[config.mk]
export PLATFORM = sky130hd
export DESIGN_NAME = arp_ctrl
export DESIGN_NICKNAME = d
export VERILOG_FILES = /design/src/rtl/arp_pkg.sv /design/src/rtl/arp_timeout_cnt.sv /design/src/rtl/arp_ctrl.sv
export SDC_FILE = /design/constraint.sdc
export NUM_CORES = 1
export LEC_CHECK = 0
export ABC_AREA = 1
export BUFFER_PORTS_ARGS = -buffer_cell sky130_fd_sc_hd__clkbuf_2
export CORE_MARGIN = 5
export CORE_UTILIZATION = 30
export DETAILED_ROUTE_END_ITERATION = 16
export GPL_TIMING_DRIVEN = 0
export SLEW_MARGIN = 5
export SYNTH_ARGS = -nofsm -noshare
export SYNTH_HDL_FRONTEND = slang
export SYNTH_SLANG_ARGS = --single-unit
[constraint.sdc]
create_clock -name arp_clk -period 17.3 [get_ports arp_clk]
set_clock_uncertainty 0.2 [all_clocks]
set_input_delay 2.595 -clock arp_clk [delete_from_list [all_inputs] [get_ports arp_clk]]
set_output_delay 2.595 -clock arp_clk [all_outputs]
set_load 0.02 [all_outputs]
[src/rtl/arp_pkg.sv]
// Shared ARP definitions: opcodes, broadcast address, local address defaults
// and the controller state encoding.
package arp_pkg;

  localparam logic        ARP_OP_REQ = 1'b1;
  localparam logic        ARP_OP_RSP = 1'b0;
  localparam logic [47:0] BCAST_MAC  = 48'hFF_FF_FF_FF_FF_FF;

  // Defaults shared with arp_rx / arp_tx so every block agrees on our address.
  localparam logic [47:0] DEF_FPGA_MAC = 48'h00_11_22_33_44_55;
  localparam logic [31:0] DEF_FPGA_IP  = 32'hc0_a8_00_03;

  typedef enum logic [2:0] {
    ST_IDLE        = 3'd0,
    ST_SEND_REQ    = 3'd1,
    ST_WAIT_TX_REQ = 3'd2,
    ST_WAIT_REPLY  = 3'd3,
    ST_SEND_RSP    = 3'd4,
    ST_WAIT_TX_RSP = 3'd5
  } arp_state_e;

endpackage

[src/rtl/arp_timeout_cnt.sv]
// Reply timeout counter: cleared by load, counts while enabled, saturates at
// TIMEOUT_CYCLES-1 and flags expiry while enabled at that value.
module arp_timeout_cnt #(
  parameter int unsigned TIMEOUT_CYCLES = 125_000_000
) (
  input  logic i_clk,
  input  logic i_rst,
  input  logic i_load,
  input  logic i_en,
  output logic o_expire
);

  localparam int unsigned W = (TIMEOUT_CYCLES > 1) ? $clog2(TIMEOUT_CYCLES) : 1;
  localparam logic [W-1:0] LAST = W'(TIMEOUT_CYCLES - 1);

  logic [W-1:0] r_cnt;

  // Saturating count so a stalled FSM can never see the timer wrap.
  always_ff @(posedge i_clk or posedge i_rst) begin
    if (i_rst) begin
      r_cnt <= '0;
    end else if (i_load) begin
      r_cnt <= '0;
    end else if (i_en && (r_cnt != LAST)) begin
      r_cnt <= r_cnt + W'(1);
    end else begin
      r_cnt <= r_cnt;
    end
  end

  assign o_expire = i_en && (r_cnt == LAST);

endmodule

[src/rtl/arp_ctrl.sv]
// ARP transaction controller: answers incoming requests, resolves a target IP
// with timeout/retry and keeps a single-entry peer cache.
module arp_ctrl
  import arp_pkg::*;
#(
  parameter logic [47:0] FPGA_MAC       = DEF_FPGA_MAC,
  parameter logic [31:0] FPGA_IP        = DEF_FPGA_IP,
  parameter int unsigned TIMEOUT_CYCLES = 125_000_000,
  parameter int unsigned MAX_RETRY      = 3
) (
  input  logic        arp_clk,
  input  logic        rst,
  input  logic        arp_rx_done,
  input  logic        arp_rx_op,
  input  logic [47:0] rx_src_mac,
  input  logic [31:0] rx_src_ip,
  input  logic        arp_req_start,
  input  logic [31:0] arp_req_ip,
  output logic        arp_tx_start,
  output logic        arp_tx_op,
  output logic [47:0] arp_tx_dst_mac,
  output logic [31:0] arp_tx_dst_ip,
  input  logic        arp_tx_done,
  output logic        cache_valid,
  output logic [47:0] cache_mac,
  output logic [31:0] cache_ip,
  output logic        arp_ok,
  output logic        arp_fail,
  output logic        busy
);

  localparam logic [3:0] MAX_RETRY_C = 4'(MAX_RETRY);

  arp_state_e  r_state, w_next;
  logic        r_pend, r_tx_start, r_tx_op, r_cache_valid, r_ok, r_fail, r_busy;
  logic [47:0] r_rsp_mac, r_tx_dst_mac, r_cache_mac;
  logic [31:0] r_rsp_ip, r_tgt_ip, r_tx_dst_ip, r_cache_ip;
  logic [3:0]  r_retry;
  logic        w_rx_req, w_rx_match, w_tmr_load, w_tmr_en, w_expire;
  logic        w_go_rsp, w_go_req, w_send_req, w_send_rsp, w_hit, w_retry, w_fail;

  // Our addresses are inserted by arp_tx; they are kept here so the parameter set matches.
  logic w_unused_params;
  assign w_unused_params = ^{FPGA_MAC, FPGA_IP};

  assign w_rx_req   = arp_rx_done && (arp_rx_op == ARP_OP_REQ);
  assign w_rx_match = arp_rx_done && (arp_rx_op == ARP_OP_RSP) && (rx_src_ip == r_tgt_ip);
  assign w_tmr_load = (r_state == ST_WAIT_TX_REQ) && arp_tx_done;
  assign w_tmr_en   = (r_state == ST_WAIT_REPLY);

  arp_timeout_cnt #(.TIMEOUT_CYCLES(TIMEOUT_CYCLES)) u_tmr (
    .i_clk    (arp_clk),
    .i_rst    (rst),
    .i_load   (w_tmr_load),
    .i_en     (w_tmr_en),
    .o_expire (w_expire)
  );

  // State register.
  always_ff @(posedge arp_clk or posedge rst) begin
    if (rst) begin
      r_state <= ST_IDLE;
    end else begin
      r_state <= w_next;
    end
  end

  // Next state and one-cycle action strobes.
  always_comb begin
    w_next     = r_state;
    w_go_rsp   = 1'b0;
    w_go_req   = 1'b0;
    w_send_req = 1'b0;
    w_send_rsp = 1'b0;
    w_hit      = 1'b0;
    w_retry    = 1'b0;
    w_fail     = 1'b0;
    case (r_state)
      ST_IDLE: begin
        // A request seen this very cycle counts as pending and beats arp_req_start.
        if (r_pend || w_rx_req) begin
          w_next   = ST_SEND_RSP;
          w_go_rsp = 1'b1;
        end else if (arp_req_start) begin
          w_next   = ST_SEND_REQ;
          w_go_req = 1'b1;
        end else begin
          w_next = ST_IDLE;
        end
      end
      ST_SEND_REQ: begin
        w_next     = ST_WAIT_TX_REQ;
        w_send_req = 1'b1;
      end
      ST_WAIT_TX_REQ: begin
        if (arp_tx_done) begin
          w_next = ST_WAIT_REPLY;
        end else begin
          w_next = ST_WAIT_TX_REQ;
        end
      end
      ST_WAIT_REPLY: begin
        if (w_rx_match) begin
          w_next = ST_IDLE;
          w_hit  = 1'b1;
        end else if (w_expire) begin
          if (r_retry < MAX_RETRY_C) begin
            w_next  = ST_SEND_REQ;
            w_retry = 1'b1;
          end else begin
            w_next = ST_IDLE;
            w_fail = 1'b1;
          end
        end else begin
          w_next = ST_WAIT_REPLY;
        end
      end
      ST_SEND_RSP: begin
        w_next     = ST_WAIT_TX_RSP;
        w_send_rsp = 1'b1;
      end
      ST_WAIT_TX_RSP: begin
        if (arp_tx_done) begin
          w_next = ST_IDLE;
        end else begin
          w_next = ST_WAIT_TX_RSP;
        end
      end
      default: begin
        w_next = ST_IDLE;
      end
    endcase
  end

  // Datapath registers and registered outputs.
  always_ff @(posedge arp_clk or posedge rst) begin
    if (rst) begin
      r_pend        <= 1'b0;
      r_rsp_mac     <= 48'h0;
      r_rsp_ip      <= 32'h0;
      r_tgt_ip      <= 32'h0;
      r_retry       <= 4'd0;
      r_tx_start    <= 1'b0;
      r_tx_op       <= 1'b0;
      r_tx_dst_mac  <= 48'h0;
      r_tx_dst_ip   <= 32'h0;
      r_cache_valid <= 1'b0;
      r_cache_mac   <= 48'h0;
      r_cache_ip    <= 32'h0;
      r_ok          <= 1'b0;
      r_fail        <= 1'b0;
      r_busy        <= 1'b0;
    end else begin
      if (w_go_rsp) begin
        r_pend <= 1'b0;
      end else if (w_rx_req) begin
        r_pend <= 1'b1;
      end
      // Latest requester wins; the frame being sent already holds its own copy.
      if (w_rx_req) begin
        r_rsp_mac <= rx_src_mac;
        r_rsp_ip  <= rx_src_ip;
      end
      if (w_go_req) begin
        r_tgt_ip <= arp_req_ip;
        r_retry  <= 4'd0;
      end else if (w_retry) begin
        r_retry <= r_retry + 4'd1;
      end
      r_tx_start <= w_send_req || w_send_rsp;
      if (w_send_req) begin
        r_tx_op      <= ARP_OP_REQ;
        r_tx_dst_mac <= BCAST_MAC;
        r_tx_dst_ip  <= r_tgt_ip;
      end else if (w_send_rsp) begin
        r_tx_op      <= ARP_OP_RSP;
        r_tx_dst_mac <= r_rsp_mac;
        r_tx_dst_ip  <= r_rsp_ip;
      end
      if (w_go_req) begin
        r_cache_valid <= 1'b0;
      end else if (w_hit) begin
        r_cache_valid <= 1'b1;
        r_cache_mac   <= rx_src_mac;
        r_cache_ip    <= rx_src_ip;
      end
      r_ok   <= w_hit;
      r_fail <= w_fail;
      r_busy <= (w_next != ST_IDLE);
    end
  end

  assign arp_tx_start   = r_tx_start;
  assign arp_tx_op      = r_tx_op;
  assign arp_tx_dst_mac = r_tx_dst_mac;
  assign arp_tx_dst_ip  = r_tx_dst_ip;
  assign cache_valid    = r_cache_valid;
  assign cache_mac      = r_cache_mac;
  assign cache_ip       = r_cache_ip;
  assign arp_ok         = r_ok;
  assign arp_fail       = r_fail;
  assign busy           = r_busy;

endmodule

Yosys cells after proc, flatten, opt, wreduce, memory -nomap -nowiden

Index checks and enable logic that the tools add are counted.

Logic and storage cells: 85
Register bits: 313

Bitwise gates (word level): 2
Reductions and logical operators: 16
Magnitude comparators: 1
Add/sub/neg operators: 2
Equal/unequal tests: 8
Muxes and demuxes: 39

Operators by type and width:

| kind                                                                   | number |
|---|---|
| 48-bit 2-to-1 mux                                                      | 2 |
| 32-bit 2-to-1 mux                                                      | 2 |
| 27-bit 2-to-1 mux                                                      | 2 |
| 32-bit equality test                                                   | 1 |
| 27-bit by 1-bit adder with 27-bit output (second input constant)       | 1 |
| 27-bit equality test (second input constant)                           | 1 |
| 27-bit != test (second input constant)                                 | 1 |
| 1-bit 2-to-1 mux                                                       | 26 |
| 3-bit case mux with 6 select lines                                     | 1 |
| 3-bit 2-to-1 mux                                                       | 4 |
| 2-bit nonzero test                                                     | 5 |
| 4-bit 2-to-1 mux                                                       | 2 |
| 3-bit by 2-bit equality test with 1-bit output (second input constant) | 2 |
| 3-bit equality test (second input constant)                            | 2 |
| 1-bit logical AND                                                      | 6 |
| 4-bit by 1-bit adder with 4-bit output (second input constant)         | 1 |
| 4-bit by 2-bit < comparator with 1-bit output (second input constant)  | 1 |
| 3-bit by 1-bit equality test with 1-bit output (second input constant) | 1 |
| 3-bit logical NOT                                                      | 1 |
| 3-bit nonzero test                                                     | 1 |
| 1-bit logical OR                                                       | 2 |
| 1-bit NOT                                                              | 2 |
| 2-bit AND reduction                                                    | 1 |

Depth between registers and ports, before layout

Gate-level depths: netlist (run 1).

Depth in word-level cells: 7
Depth in mapped cells: 13
Mapped depth without buffers: 13

Modules after synthesis

A second synthesis (run 1) with hierarchy kept.

Cells, all modules: 1,713
Area total of the unflattened synthesis: 13,763.2 um^2

Modules (own cells, without submodules):

| module          | times used | cells each | area each (um^2) |
|---|---|---|---|
| arp_ctrl        | 1          | 1,392      | 11,783.8 |
| arp_timeout_cnt | 1          | 321        | 1,979.4 |

Worst setup path before layout (run 1)

OpenSTA, ideal clock, no wires.

Kind: input -> register
Start point: in rx_src_ip[20]
End point: reg r_cache_ip[0], in the netlist cache_ip[0]
Path buffers: 1
Path slack: 13.320 ns
Library setup time: 0.117 ns
Arrival time: 3.663 ns
Stages: 10
Path through: xnor2_1 nor2b_1 nand2_1 nor2_1 nand2_1 nor2_2 nand3_4 buf_6 nand2_1 nand2_1

Longest elaborated chain between the ends: 5

Ends and longest elaborated chain:

| what                                 | RTL line        | text |
|---|---|---|
| start, declared                      | arp_ctrl.sv:16  | `input logic [31:0] rx_src_ip,` |
| 32-bit equality test                 | arp_ctrl.sv:47  | `assign w_rx_match = arp_rx_done && (arp_rx_op == ARP_OP_RSP) && (rx_src_ip == r_tgt_ip);` |
| 1-bit logical AND                    | arp_ctrl.sv:47  |  |
| 1-bit 2-to-1 mux                     | arp_ctrl.sv:103 | `if (w_rx_match) begin` |
| 1-bit 2-to-1 mux                     | arp_ctrl.sv:78  | `case (r_state)` |
| 2-bit AND reduction (no source line) | n/a             |  |
| end signal, assigned                 | arp_ctrl.sv:185 | `r_cache_ip <= rx_src_ip;` |
| end, declared                        | arp_ctrl.sv:37  | `logic [31:0] r_rsp_ip, r_tgt_ip, r_tx_dst_ip, r_cache_ip;` |

Every way passes these cells.
A chain may end at the register's enable or synchronous reset.

Worst setup path in the final report (run 1)

Start point: in rx_src_ip[28]
End point: reg r_cache_mac[43], in the netlist cache_mac[43]

Longest elaborated chain between the ends: 5

Ends and longest elaborated chain:

| what                                 | RTL line        | text |
|---|---|---|
| 32-bit equality test                 | arp_ctrl.sv:47  |  |
| 1-bit logical AND                    | arp_ctrl.sv:47  |  |
| 1-bit 2-to-1 mux                     | arp_ctrl.sv:103 |  |
| 1-bit 2-to-1 mux                     | arp_ctrl.sv:78  |  |
| 2-bit AND reduction (no source line) | n/a             |  |
| end signal, assigned                 | arp_ctrl.sv:184 | `r_cache_mac <= rx_src_mac;` |
| end, declared                        | arp_ctrl.sv:36  | `logic [47:0] r_rsp_mac, r_tx_dst_mac, r_cache_mac;` |

Every way passes these cells.

==> results of run 1 <==
## path summary, 6_finish.rpt
kind	from	endpoint	slack, ns
worst min-delay path	cache_mac[31]$_DFFE_PP0P_	cache_mac[31]$_DFFE_PP0P_	0.27
worst min register to register	cache_mac[31]$_DFFE_PP0P_	cache_mac[31]$_DFFE_PP0P_	0.27
worst max register to register	r_state[1]$_DFF_PP0_	arp_tx_dst_ip[15]$_DFFE_PP0P_	14.54
min in group asynchronous	rst	cache_mac[7]$_DFFE_PP0P_	1.98
worst max-delay path	rx_src_ip[28]	cache_mac[43]$_DFFE_PP0P_	12.93
max in group asynchronous	rst	cache_mac[31]$_DFFE_PP0P_	13.87
## final cells by class
type / count / area (um2)
buffer: 70 / 413
multi-input combinational: 1185 / 5200
fill: 4738 / 28200
antenna: 3 / 7.51
timing repair buffer: 285 / 1470
tap: 600 / 751
inverter: 107 / 409
clock buffer: 50 / 1080
sequential: 313 / 7830
clock inverter: 14 / 136
## cell usage after synthesis, types with 5 or more instances
library cell and count:
nand3_1 62, dfrtp_1 313, o21ai_1 9, nand2_1 747
xor2_1 7, xnor2_1 16, inv_2 6, nor3_1 15
nand4_1 25, o21ai_0 84, buf_6 18, clkbuf_1 40
a21oi_1 43, inv_1 100, buf_2 9, nor2_1 114
nand3b_1 5, o22a_1 23
## worst max-delay path, delay by kind of cell
| family | cells | cell delay [ns] |
|---|---|---|
| xor gates and xnor gates | 1 | 0.48 |
| buffers and inverters | 2 | 0.35 |
| and+or+nand+nor | 8 | 1.21 |
## report_power, final
| group | total [W] | switching, W | internal [W] |
|---|---|---|---|
| logic | 0.000853 | 0.000584 | 0.000269 |
| registers | 0.00104 | 0.000134 | 0.000909 |
| clock network | 0.000781 | 0.000315 | 0.000465 |
## metrics by stage
| stage | hold WS [ns] | cell area, um2 | total power, W | utilization |
|---|---|---|---|---|
| 2_1_floorplan | 0.244 | 13800 | 0.00156 | - |
| 3_3_place_gp | 0.253 | 16000 | 0.00189 | 0.352 |
| 3_5_place_dp | 0.258 | 16100 | 0.00191 | 0.354 |
| 4_1_cts | 0.273 | 17300 | 0.00270 | 0.380 |
| 5_1_grt | 0.281 | 17300 | 0.00283 | 0.380 |
| 6_report | 0.268 | 17300 | 0.00268 | 0.380 |
## flip-flops by register name, indices dropped and copies added (netlist names), 27 cells and up
| signal | count |
|---|---|
| r_rsp_ip | 32 |
| r_rsp_mac | 48 |
| r_tgt_ip | 32 |
| arp_tx_dst_mac | 48 |
| u_tmr.r_cnt | 27 |
| arp_tx_dst_ip | 32 |
| cache_ip | 32 |
| cache_mac | 48 |
## cells by family (layout without fill, tap and decap cells)
group,count (synthesis),after routing,share of synthesized area
flops,313,313,0.566
other cells,0,3,0
xor+xnor,23,23,0.0145
fa+ha+maj,2,2,0.00181
compound gates,167,167,0.0679
simple gates,993,993,0.291
buf+inv,177,526,0.0588
## routing by layer
metal,GRT usage,wire length (um),share of wire
met4,0.0625,1630,0.034
met1,0.238,20000,0.42
met3,0.0482,3550,0.075
met5,0,27,0.00057
met2,0.299,22300,0.47
==> impl_metrics.tcl, run 1 <==
set metrics [dict create \
    status "finished, final reports clean" \
    critPathRequiredTime_ns 17.58 \
    antenna_found_initial 6 \
    track_usage 0.183 \
    arrival_ns 4.65 \
    period_share 0.253 \
    syn2layout_area_growth_pct 24.9 \
    synth-edff-count 0 \
    yosysTopAreaCellShare 0.566 \
    die_area_um2 50600 \
    row_count 78 \
    nNetsFinal 2118 \
    synthArstFlopShare 1.00 \
    drtPass1Iterations 6 \
    coreArea_um2 45500 \
    wl_per_cell_um 18.1 \
    cp_max_fo 10 \
    drive_gt1_frac 0.194 \
    critical_path_class "in2reg" \
    slowest_delay_ns 0.48 \
    avgSynthCellArea_um2 8.27 \
    power_density_nw_per_um2 155 \
    crit_chain "clkbuf_2 -> xnor2_1 -> nand3_1 -> nor2_1 -> nand2_1 -> nor2_1 -> nand3_2 -> nor2_8 -> buf_6 -> nand2_1 -> nand2_1" \
    holdBufCountCts 0 \
    yosys_warnings 0 \
    clk_path_buf_depth 3 \
    drtIter0Drc 1021 \
    finalNonFillerCells 2627 \
    htreeDepth 2 \
    synthTopCellsByArea "dfrtp_1 (57%), nand2_1 (20%), nor2_1 (3.1%)" \
    drcViolationCount 0 \
    initial_core_util 0.305 \
    synth.distinct_cells 39 \
    place_congestion 0.968 \
    setup_slack_ns 12.93 \
    hold_depth 2 \
    die_w_um 225 \
    path_clk_slew_ns 0.06 \
    rsz0062_at_grt "false" \
    p_leak_nw 9.06 \
    insertion_delay_ns 0.55 \
    syn_nets 1795 \
    clock.fmax_mhz 229 \
    slowest_stage "xnor2_1" \
    grt_pass1_vias 12600 \
    maxSlewViolCount 0 \
    io_pins 284 \
    cts_setup_buffers 0 \
    min_path_type "reg2reg" \
    grt_pass1_wl_mm 72.7 \
    port_buffers 283 \
    viasPerCell 4.73 \
    setup_violations 0 \
    dpl.cell_count 2560 \
    place_hpwl_mm 35.8 \
    slew_headroom 0.454 \
    reg2regPathDepth 7 \
    setup_tns_ns 0 \
    cts_tree "done" \
    maxCapViolCount 0 \
    cts.sinks 313 \
    grt-ovfl-total 0 \
    ir_drop_mv 0.106 \
    fin_crit_ns 4.37 \
    pre_cts_slack_ns 12.44 \
    layout_common_cells "nand2_1 (747), dfrtp_1 (313), clkbuf_2 (283), nor2_1 (114), inv_1 (99)" \
    yosysSeqAreaShare 0.566 \
    ys_ff_latch 313 \
    finalHoldViolCount 0 \
    ys.flop_type "dfrtp_1" \
    cp-end-kind "register" \
    final_antenna_net_count 0 \
    critPathMostFrequentCell "nand2_1" \
    synth_top_area_cell "dfrtp_1" \
    wirelength_mm 47.5 \
    cts_resized 0 \
    cp-start-kind "input port" \
    cts_made_buffers 36 \
    syn_area_um2 13800 \
    fp.dieH_um 225 \
    grt_max_degree 116 \
    worstMarginPinSlew_ns 0.817 \
    via_count 12400 \
    final_common_cell "nand2_1" \
    cts_root_buf "clkbuf_16" \
    syn_inst 1675 \
]
Note: power is estimated with default switching activity, not from simulation.
==> run 2, diff against run 1 <==
ABC_AREA = 0   (was 1)
clock period = 3.94 ns   (was 17.3 ns; I/O delays follow)
==> run 2 against run 1 <==
Net effect:
- die area is 5.5% lower
- core utilization increased by 0.75 points
- register-to-register slack worse by 14 ns
- power rose to 4.3 times the previous value
- critical endpoint is now arp_tx_dst_mac[24]$_DFFE_PP0P_
- highest routed layer unchanged
==> impl_metrics.tcl, run 2 <==
set metrics [dict create \
    nFillCells 4118 \
    clock.fmax_mhz 344 \
    power_density_nw_per_um2 684 \
    die_w_um 219 \
    synth-edff-count 0 \
    synth_mux_area_frac 0.190 \
    place_congestion 0.788 \
    rsz0062_at_grt "false" \
    synth_top_family_by_area "multiplexers" \
    r2r_start "r_state[0]$_DFF_PP0_" \
    cts.sinks 313 \
    power.net_switching_w 0.00391 \
    synthArstFlopShare 1.00 \
    yosysTopAreaCellShare 0.600 \
    grt-ovfl-total 0 \
    drive_gt1_frac 0.409 \
    final_common_cell "dfrtp_1" \
    coreArea_um2 43100 \
    maxSlewViolCount 0 \
    r2r_end "arp_tx_dst_mac[24]$_DFFE_PP0P_" \
    hold_slack_ns 0.0840 \
    period_share 0.738 \
    layout_common_cells "dfrtp_1 (313), clkbuf_2 (283), nand2_1 (142), mux2_2 (111), mux2_4 (79)" \
    grt_pass1_wl_mm 58.3 \
    yosysMostFrequentCell "dfrtp_1" \
    yosys.area_share.adder 0.00192 \
    path_delay_family "simple AND/OR/NAND/NOR gates" \
    port_buffers 283 \
    avgSynthCellArea_um2 13.0 \
    yosys_warnings 0 \
    slew_headroom 0.359 \
    die_area_um2 47800 \
    ys.flop_type "dfrtp_1" \
    synthTopCellsByArea "dfrtp_1 (60%), mux2_2 (9.6%), mux2_4 (9.1%)" \
    pwr-share-seq 0.393 \
    slowest_delay_ns 0.56 \
    syn_inst 1008 \
    place_hpwl_mm 27.5 \
    hp-start "arp_req_ip[7]" \
    reg2regPathDepth 6 \
    viasPerCell 4.63 \
    arrival_ns 3.18 \
    worstMarginPinSlew_ns 0.962 \
    grt_max_degree 42 \
    cp-start-kind "register" \
    swShare 0.342 \
    clk_path_buf_depth 3 \
    track_usage 0.157 \
    slowest_stage "clkbuf_1" \
    drtIter0Drc 487 \
    insertion_delay_ns 0.54 \
    syn_area_um2 13100 \
    ys_ff_latch 313 \
    yosys.area_share.simple 0.107 \
    cts_root_buf "clkbuf_16" \
    setup_slack_ns 1.03 \
    yosysSeqAreaShare 0.600 \
    fp.dieH_um 219 \
    clkPwrFrac 0.321 \
    drcViolationCount 0 \
    fin_crit_ns 2.91 \
    critical_path_class "reg2reg" \
    io_pins 284 \
    syn2layout_area_growth_pct 28.0 \
    ir_drop_mv 0.374 \
    wirelength_mm 37.9 \
    hold_depth 2 \
    path_buf_inv 2 \
    syn_nets 1128 \
    cts_tree "done" \
    antenna_found_initial 5 \
    wl_per_cell_um 19.4 \
    via_count 9040 \
    cts_made_buffers 37 \
    synth-xor-area-share 0.0309 \
    internal_power_w 0.00752 \
    finalHoldViolCount 0 \
    r2r_slack_ns 1.03 \
    grt_pass1_vias 9651 \
    setup_violations 0 \
    pre_cts_slack_ns 0.522 \
    synth_compound_area_frac 0.0460 \
    final_antenna_net_count 0 \
    synth_top_area_cell "dfrtp_1" \
    drtPass1Iterations 4 \
    status "finished, final reports clean" \
    min_path_type "in2reg" \
    cp_max_fo 10 \
    combPwrFrac 0.286 \
    synth.distinct_cells 48 \
    row_count 76 \
    path_clk_slew_ns 0.06 \
    min_to "r_tgt_ip[7]$_DFFE_PP0P_" \
    critPathRequiredTime_ns 4.21 \
    cts_resized 0 \
    cp-end-kind "register" \
    nNetsFinal 1460 \
    maxCapViolCount 0 \
    crit_chain "clkbuf_1 -> nor2_1 -> nand2_1 -> nand2_1 -> clkbuf_1 -> o22a_1" \
    p_leak_nw 8.12 \
    htreeDepth 2 \
    synthTopCellsByCount "dfrtp_1 (313), nand2_1 (142), mux2_2 (111)" \
    initial_core_util 0.303 \
]
==> run 2: what timing repair did <==
item / 4_1_cts / 5_1_grt
setup buffers: 0 / 0
hold endpoints to repair: 16 / 0
hold buffers: 1 / 0
==> run 2: layout make-up <==
type | instances | area [um2] | area share
multi-input cells | 629 | 4910 | 0.294
well taps | 585 | 732 | 0.0438
flip-flops and latches | 313 | 7830 | 0.469
inverters | 12 | 48.8 | 0.00292
clock buffers | 50 | 1040 | 0.0620
plain buffers | 54 | 268 | 0.0160
diodes | 3 | 7.51 | 0.000449
repair buffers | 293 | 1610 | 0.0966
clock inverters | 15 | 262 | 0.0157
==> run 2: cell families (layout without fill, tap and decap cells) <==
kind of cell | count (synthesis) | in the layout
compound gates | 84 | 84
xor+xnor | 46 | 46
fa+ha+maj | 2 | 2
buf+inv | 66 | 424
flops | 313 | 313
mux | 194 | 194
other cells | 0 | 3
simple gates | 303 | 303
==> run 2: worst max-delay path by stage <==
stage,from,end,slack (ns),cells after the start
after floorplan,rst,arp_fail$_DFF_PP0_,-1.02,1
after global placement,rst,cache_mac[24]$_DFFE_PP0P_,-3.00,2
after detailed placement,arp_rx_op,busy$_DFF_PP0_,0.52,10
after CTS,r_state[0]$_DFF_PP0_,arp_tx_dst_mac[24]$_DFFE_PP0P_,0.92,6
after global routing,r_state[0]$_DFF_PP0_,arp_tx_dst_mac[27]$_DFFE_PP0P_,0.84,6
final,r_state[0]$_DFF_PP0_,arp_tx_dst_mac[24]$_DFFE_PP0P_,1.03,6
==> run 2: per-layer routing <==
layer / GRT usage / vias to the layer above / part of all wire
met5: 0 / - / 0.0011
met4: 0.0414 / 6 / 0.024
met3: 0.0495 / 67 / 0.063
met2: 0.256 / 211 / 0.48
met1: 0.205 / 4578 / 0.44
li1: - / 4178 / -
==> run 2: power by group through the flow <==
stage	Sequential, W	Clock, W	Combinational (W)
floorplan	0.00493	0	0.00162
detailed placement	0.00454	0	0.00335
CTS	0.00450	0.00378	0.00336
finish	0.00450	0.00367	0.00327
global placement	0.00452	0	0.00327
global route	0.00459	0.00392	0.00360
==> run 2: stage by stage <==
step                power [W]  TNS [ns]   util  area, um2  cells
finish                 0.0114         0  0.388      16700   1954
global route           0.0121         0  0.388      16700   1951
CTS                    0.0116         0  0.388      16700   1951
detailed placement    0.00789         0  0.357      15400   1885
global placement      0.00779   -924.71  0.353      15200   1876
floorplan             0.00655   -319.23      -      13100   1008
